===== src/rtl/light_scheduler_pkg.sv =====
// Shared lamp colours, FSM state encoding and phase helper for the light scheduler.
// Pure definitions: no latency, no backpressure.
package light_pkg;

  localparam logic [2:0] RED    = 3'b100;
  localparam logic [2:0] YELLOW = 3'b010;
  localparam logic [2:0] GREEN  = 3'b001;

  typedef enum logic [2:0] {
    A_GRN = 3'd0,
    A_YEL = 3'd1,
    AR_AB = 3'd2,
    B_GRN = 3'd3,
    B_YEL = 3'd4,
    AR_BA = 3'd5,
    WALK  = 3'd6
  } state_t;

  // Green that follows the all-red clearance (and any walk phase inside it).
  localparam logic DIR_A = 1'b0;
  localparam logic DIR_B = 1'b1;

  function automatic logic [2:0] phase_of(input state_t s);
    return 3'(s);
  endfunction

endpackage


===== src/rtl/light_scheduler_if.sv =====
// Street sensors, pedestrian button and lamp outputs of the light scheduler.
// Wires only: no latency, no backpressure.
interface light_scheduler_if;
  logic       ta;
  logic       tb;
  logic       m;
  logic       ped_req;
  logic [2:0] la;
  logic [2:0] lb;
  logic       walk;
  logic       ped_pending;
  logic [2:0] phase;

  modport master (output ta, tb, m, ped_req,
                  input  la, lb, walk, ped_pending, phase);
  modport slave  (input  ta, tb, m, ped_req,
                  output la, lb, walk, ped_pending, phase);
endinterface


===== src/rtl/light_scheduler_phase_timer.sv =====
// Phase timer: clears on clr, otherwise counts up and saturates at all-ones.
// Value updates one cycle after clr; never stalls.
module phase_timer #(
  parameter int CNT_W = 8
) (
  input  logic             clk,
  input  logic             reset_n,
  input  logic             clr,
  output logic [CNT_W-1:0] t
);

  always_ff @(posedge clk or negedge reset_n) begin
    if (!reset_n)
      t <= '0;
    else if (clr)
      t <= '0;
    else if (t != '1)
      t <= t + 1'b1;
  end

endmodule


===== src/rtl/light_scheduler.sv =====
// Two-street traffic light scheduler with pedestrian walk phase and parade hold on B.
// Moore lamps from registered state; requests latched in one cycle; free-running, no backpressure.
module light_scheduler
  import light_pkg::*;
#(
  parameter int CNT_W     = 8,
  parameter int GREEN_MIN = 10,
  parameter int GREEN_MAX = 40,
  parameter int YELLOW_T  = 4,
  parameter int ALLRED_T  = 2,
  parameter int WALK_T    = 12
) (
  input logic               clk,
  input logic               reset_n,
  light_scheduler_if.slave  bus
);

  localparam longint LIMIT = longint'(1) << CNT_W;

  if (CNT_W < 1 || CNT_W > 31 ||
      GREEN_MIN < 1 || longint'(GREEN_MIN) >= LIMIT ||
      GREEN_MAX < 1 || longint'(GREEN_MAX) >= LIMIT ||
      YELLOW_T  < 1 || longint'(YELLOW_T)  >= LIMIT ||
      ALLRED_T  < 1 || longint'(ALLRED_T)  >= LIMIT ||
      WALK_T    < 1 || longint'(WALK_T)    >= LIMIT ||
      GREEN_MAX <= GREEN_MIN) begin : g_bad_params
    $error("light_scheduler: illegal timing parameters");
  end

  localparam logic [CNT_W-1:0] GMIN_M1 = CNT_W'(GREEN_MIN - 1);
  localparam logic [CNT_W-1:0] GMAX_M1 = CNT_W'(GREEN_MAX - 1);
  localparam logic [CNT_W-1:0] YEL_M1  = CNT_W'(YELLOW_T - 1);
  localparam logic [CNT_W-1:0] ARED_M1 = CNT_W'(ALLRED_T - 1);
  localparam logic [CNT_W-1:0] WALK_M1 = CNT_W'(WALK_T - 1);

  state_t           state_q;
  state_t           state_d;
  logic [CNT_W-1:0] t;
  logic             next_dir_q;
  logic             ped_q;
  logic             walk_done;

  phase_timer #(.CNT_W(CNT_W)) u_timer (
    .clk     (clk),
    .reset_n (reset_n),
    .clr     (state_d != state_q),
    .t       (t)
  );

  always_ff @(posedge clk or negedge reset_n) begin
    if (!reset_n)
      state_q <= A_GRN;
    else
      state_q <= state_d;
  end

  assign walk_done = (state_q == WALK) && (t == WALK_M1);

  always_comb begin
    state_d         = state_q;
    bus.la          = RED;
    bus.lb          = RED;
    bus.walk        = 1'b0;
    bus.phase       = phase_of(state_q);
    bus.ped_pending = ped_q;
    case (state_q)
      A_GRN: begin
        bus.la = GREEN;
        if (t >= GMIN_M1 && (!bus.ta || ped_q || (bus.tb && t >= GMAX_M1)))
          state_d = A_YEL;
      end
      A_YEL: begin
        bus.la = YELLOW;
        if (t == YEL_M1) state_d = AR_AB;
      end
      AR_AB: if (t == ARED_M1) state_d = ped_q ? WALK : B_GRN;
      B_GRN: begin
        bus.lb = GREEN;
        // Parade mode pins B green indefinitely, overriding max-green and pedestrians.
        if (!bus.m && t >= GMIN_M1 && (!bus.tb || ped_q || (bus.ta && t >= GMAX_M1)))
          state_d = B_YEL;
      end
      B_YEL: begin
        bus.lb = YELLOW;
        if (t == YEL_M1) state_d = AR_BA;
      end
      AR_BA: if (t == ARED_M1) state_d = ped_q ? WALK : A_GRN;
      WALK: begin
        bus.walk = 1'b1;
        if (walk_done) state_d = (next_dir_q == DIR_B) ? B_GRN : A_GRN;
      end
      default: state_d = A_GRN;
    endcase
  end

  always_ff @(posedge clk or negedge reset_n) begin
    if (!reset_n)
      next_dir_q <= DIR_B;
    else if (state_d == AR_AB)
      next_dir_q <= DIR_B;
    else if (state_d == AR_BA)
      next_dir_q <= DIR_A;
  end

  // A new press on the walk exit cycle keeps the request alive for the next cycle.
  always_ff @(posedge clk or negedge reset_n) begin
    if (!reset_n)
      ped_q <= 1'b0;
    else if (bus.ped_req)
      ped_q <= 1'b1;
    else if (walk_done)
      ped_q <= 1'b0;
  end

endmodule


===== src/flat_wrapper.sv =====
// flat-port wrapper written by rule: the top's interface ports become plain ports
module light_scheduler_flat import light_pkg::*;
#(
  parameter int CNT_W     = 8,
  parameter int GREEN_MIN = 10,
  parameter int GREEN_MAX = 40,
  parameter int YELLOW_T  = 4,
  parameter int ALLRED_T  = 2,
  parameter int WALK_T    = 12
)
  (clk, reset_n, bus_ta, bus_tb, bus_m, bus_ped_req, bus_la, bus_lb, bus_walk, bus_ped_pending, bus_phase);
  light_scheduler_if bus_i ();
  input logic clk;
  input logic reset_n;
  input wire logic [$bits(bus_i.ta)-1:0] bus_ta;
  input wire logic [$bits(bus_i.tb)-1:0] bus_tb;
  input wire logic [$bits(bus_i.m)-1:0] bus_m;
  input wire logic [$bits(bus_i.ped_req)-1:0] bus_ped_req;
  output wire logic [$bits(bus_i.la)-1:0] bus_la;
  output wire logic [$bits(bus_i.lb)-1:0] bus_lb;
  output wire logic [$bits(bus_i.walk)-1:0] bus_walk;
  output wire logic [$bits(bus_i.ped_pending)-1:0] bus_ped_pending;
  output wire logic [$bits(bus_i.phase)-1:0] bus_phase;
  assign bus_i.ta = bus_ta;
  assign bus_i.tb = bus_tb;
  assign bus_i.m = bus_m;
  assign bus_i.ped_req = bus_ped_req;
  assign bus_la = bus_i.la;
  assign bus_lb = bus_i.lb;
  assign bus_walk = bus_i.walk;
  assign bus_ped_pending = bus_i.ped_pending;
  assign bus_phase = bus_i.phase;
  light_scheduler #(.CNT_W(CNT_W), .GREEN_MIN(GREEN_MIN), .GREEN_MAX(GREEN_MAX), .YELLOW_T(YELLOW_T), .ALLRED_T(ALLRED_T), .WALK_T(WALK_T)) u_core (.clk(clk), .reset_n(reset_n), .bus(bus_i));
endmodule

===== config.mk =====
export PLATFORM = sky130hd
export DESIGN_NAME = light_scheduler_flat
export DESIGN_NICKNAME = d
export VERILOG_FILES = /design/src/rtl/light_scheduler_pkg.sv /design/src/rtl/light_scheduler_if.sv /design/src/rtl/light_scheduler_phase_timer.sv /design/src/rtl/light_scheduler.sv /design/src/flat_wrapper.sv
export SDC_FILE = /design/constraint.sdc
export NUM_CORES = 1
export LEC_CHECK = 0
export BUFFER_PORTS_ARGS = -buffer_cell sky130_fd_sc_hd__buf_2
export CAP_MARGIN = 20
export CORE_MARGIN = 4
export CORE_UTILIZATION = 55
export CTS_BUF_LIST = sky130_fd_sc_hd__clkbuf_4 sky130_fd_sc_hd__clkbuf_8 sky130_fd_sc_hd__clkbuf_16
export CTS_CLUSTER_DIAMETER = 50
export DETAILED_ROUTE_END_ITERATION = 8
export PLACE_DENSITY = 0.77
export REMOVE_ABC_BUFFERS = 1
export SLEW_MARGIN = 0
export SYNTH_ARGS = -nofsm -noshare
export SYNTH_HDL_FRONTEND = slang
export SYNTH_SLANG_ARGS = --single-unit
export TNS_END_PERCENT = 10

===== constraint.sdc =====
create_clock -name clk -period 2.2 [get_ports clk]
set_input_delay 0.33 -clock clk [delete_from_list [all_inputs] [get_ports clk]]
set_output_delay 0.33 -clock clk [all_outputs]
set_load 0.03 [all_outputs]

==> summary.txt <==
status: complete, no violations
Reg clk slew, reported paths: 70 ps
Hold Path Origin: bus_ped_req
crit path kind: reg -> reg
Worst R2R End: u_core.u_timer.t[7]$_DFFE_PN0P_
Max Buffers Root-to-Sink: 2
first-pass GRT wire length: 4610 um
reg2reg path depth: 7
sequential cell area: 327 um2
vias per cell: 6.10
synthesis-to-layout area growth: 22.7%
leakage: 0.563 nW
TritonCTS clock tree: done
RD Place Congestion: 0.932
ys async rst share: 100%
Post-Synthesis Cells: 123
Clock Latency Late Sink: 270 ps
CP arrival: 2240 ps
Top Metal Used: met4
DR vias: 1067
MaxCap Viol Count: 0
GR Util All Layers: 23.0%
DRT met1 WL: 1210 um
nets: 160
Final min period: 2070 ps
Worst Setup Start Kind: flip-flop
hold endpoint: u_core.bus.ped_pending$_DFFE_PN0P_
sequential-to-total area share from yosys stat: 31.6%
CP Capture Type: flip-flop
largest fanout on the critical path: 8
number of flops mapped to enable cells by yosys: 0
WL met2: 1280 um
num ports: 17
class of the worst hold path: in -> reg
Die X: 51.3 um
Starting Density: 59.1%
Synth Flop Type: dfrtp_1
cell internal pwr: 852 uW
worst slew pin tran: 373 ps
Detailed Place HPWL: 2120 um
Distinct cells, synth: 41
Power Density: 1340 nW/um2
share of cells above drive strength 1: 31.3%
hold_ws: 239 ps
Fin. Hold Viols: 0
Placed Cells: 170
DP Area: 1200 um2
PortBufs: 16
initial drt markers: 31
H-tree lvl count: 1
met3 wire len: 189 um
Ant. Diodes: 0
gr ovfl total: 0
final core utilization: 72.5%
Final Instance Area: 1270 um2
Final period util: 93.9%
crit path launch: u_core.u_timer.t[0]$_DFFE_PN0P_
Die Y-Extent: 51.3 um
slew margin rel.: 75.1%
die area: 2630 um2
num rows: 15
initial antenna violation count: 0
P_sw: 844 uW
Max Clock Skew: 1.61 ps
Data required, critical path: 2380 ps
drt pass-1 iters: 4
most common cell after layout, fill and taps aside: buf_2
remaining antenna violation count: 0
largest net degree at the start of global routing: 14
average size of a mapped cell: 8.39 um2
drt total wl: 2720 um
Power Total: 1.70 mW
peak supply drop: 933 uV
r2r startpoint: u_core.u_timer.t[0]$_DFFE_PN0P_
Net Sw Frac: 49.8%
register bit total from synthesis: 13
hold path depth: 2
Flop pwr share: 27.4%
clock sinks: 13
commonest cells after routing, fill and taps aside: buf_2 (16), dfrtp_1 (12), nor2_1 (11)
Core ar.: 1750 um2
Peak Freq: 484 MHz
drt drc: 0
vias in the first global route: 967
final cell count without fillers: 175
Layout fillers: 151
WL per Instance: 15.5 um
final setup fails: 0
CTS Buf Count: 3
synthesized area: 1030 um2
postcts setup bufs: 0
Logic pwr share: 63.7%
root buf cell: clkbuf_4
Max Slew Vio Count: 0
Synthesis Warnings: 0
multi-input logic area: 674 um2
clock group share of total power: 8.9%
Reg2Reg Setup Slack: 130 ps
-- timing repair --
action / 4_1_cts / 5_1_grt
hold endpoints to repair: 12 / 0
resized for setup: 0 / 5
setup endpoints to repair: 0 / 9
hold buffers: 1 / 0
-- cells in the mapped netlist, drive strengths merged, types with 2 or more instances --
cell     count  area (um2)
dfrtp       12         300
nor2        11        41.3
nand2       10        37.5
nand3       10        50.1
nor3         9        45.0
inv          7        26.3
a31oi        6        37.5
o21ai        6        30.0
a21oi        5        25.0
and3         5        33.8
buf          4        30.0
ha           3        37.5
nor2b        3        18.8
nor4         3        55.1
a211oi       2        15.0
nand2b       2        12.5
nor3b        2        15.0
o211ai       2        20.0
o2bb2ai      2        17.5
-- layer usage --
layer | vias to the layer above | track usage (%)
li1 | 514 | -
met5 | - | 0
met2 | 45 | 36.9
met4 | 0 | 5.24
met3 | 4 | 4.66
met1 | 504 | 31.9
-- critical path, cell delays in order, from the launching register on --
cell and delay (ps):
dfrtp_1 430, ha_2 260, nor2b_1 190, a31oi_1 110
o2bb2ai_1 290, a31oi_1 160, o21a_4 260, nor4_4 260
-- power by group through the flow --
| stage | registers [mW] | clock network, mW | logic, mW |
|---|---|---|---|
| after floorplan | 0.485 | 0 | 0.628 |
| after global placement | 0.455 | 0 | 1.01 |
| after detailed placement | 0.462 | 0 | 1.04 |
| after CTS | 0.457 | 0.158 | 1.05 |
| after global routing | 0.486 | 0.175 | 1.18 |
| final | 0.465 | 0.151 | 1.08 |
-- final cells by class --
class,instances,area share [%]
Clock buffer,4,2.37
Inverter,7,2.08
Multi-Input combinational cell,99,53.3
Sequential cell,13,25.8
Tap cell,25,2.47
Timing Repair Buffer,27,14.0
-- sequential cells by signal, indices dropped and copies added, names as in the netlist --
| register | cells |
|---|---|
| u_core.u_timer.t | 8 |
| u_core.bus.phase | 3 |
| u_core.bus.ped_pending | 1 |
| u_core.next_dir_q | 1 |
-- how the worst max path moves through the flow --
stage                                           end  slack [ps]  cells after the start
CTS                 u_core.u_timer.t[7]$_DFFE_PN0P_          40                      7
floorplan           u_core.u_timer.t[7]$_DFFE_PN0P_        -380                      6
finish              u_core.u_timer.t[7]$_DFFE_PN0P_         130                      7
global placement    u_core.u_timer.t[2]$_DFFE_PN0P_         130                      8
global route        u_core.u_timer.t[7]$_DFFE_PN0P_         -20                      6
detailed placement  u_core.u_timer.t[7]$_DFFE_PN0P_          70                      7
-- stage by stage --
stage / setup TNS (ps) / setup slack, ps
6_report: 0 / 134
5_1_grt: -39.0 / -22.5
4_1_cts: 0 / 37.8
3_5_place_dp: 0 / 70.9
3_3_place_gp: 0 / 132
2_1_floorplan: -2520 / -377
-- cell families (layout without fill, tap and decap cells) --
group           count (synthesis)  count (layout)  share of synthesized area (%)
mux                             1               1                          0.970
compound gates                 32              32                           21.9
simple gates                   61              61                           34.7
fa+ha+maj                       3               3                           3.64
flops                          13              13                           31.6
buf+inv                        11              38                           5.46
xor+xnor                        2               2                           1.70
(Power assumes the default switching activity.)
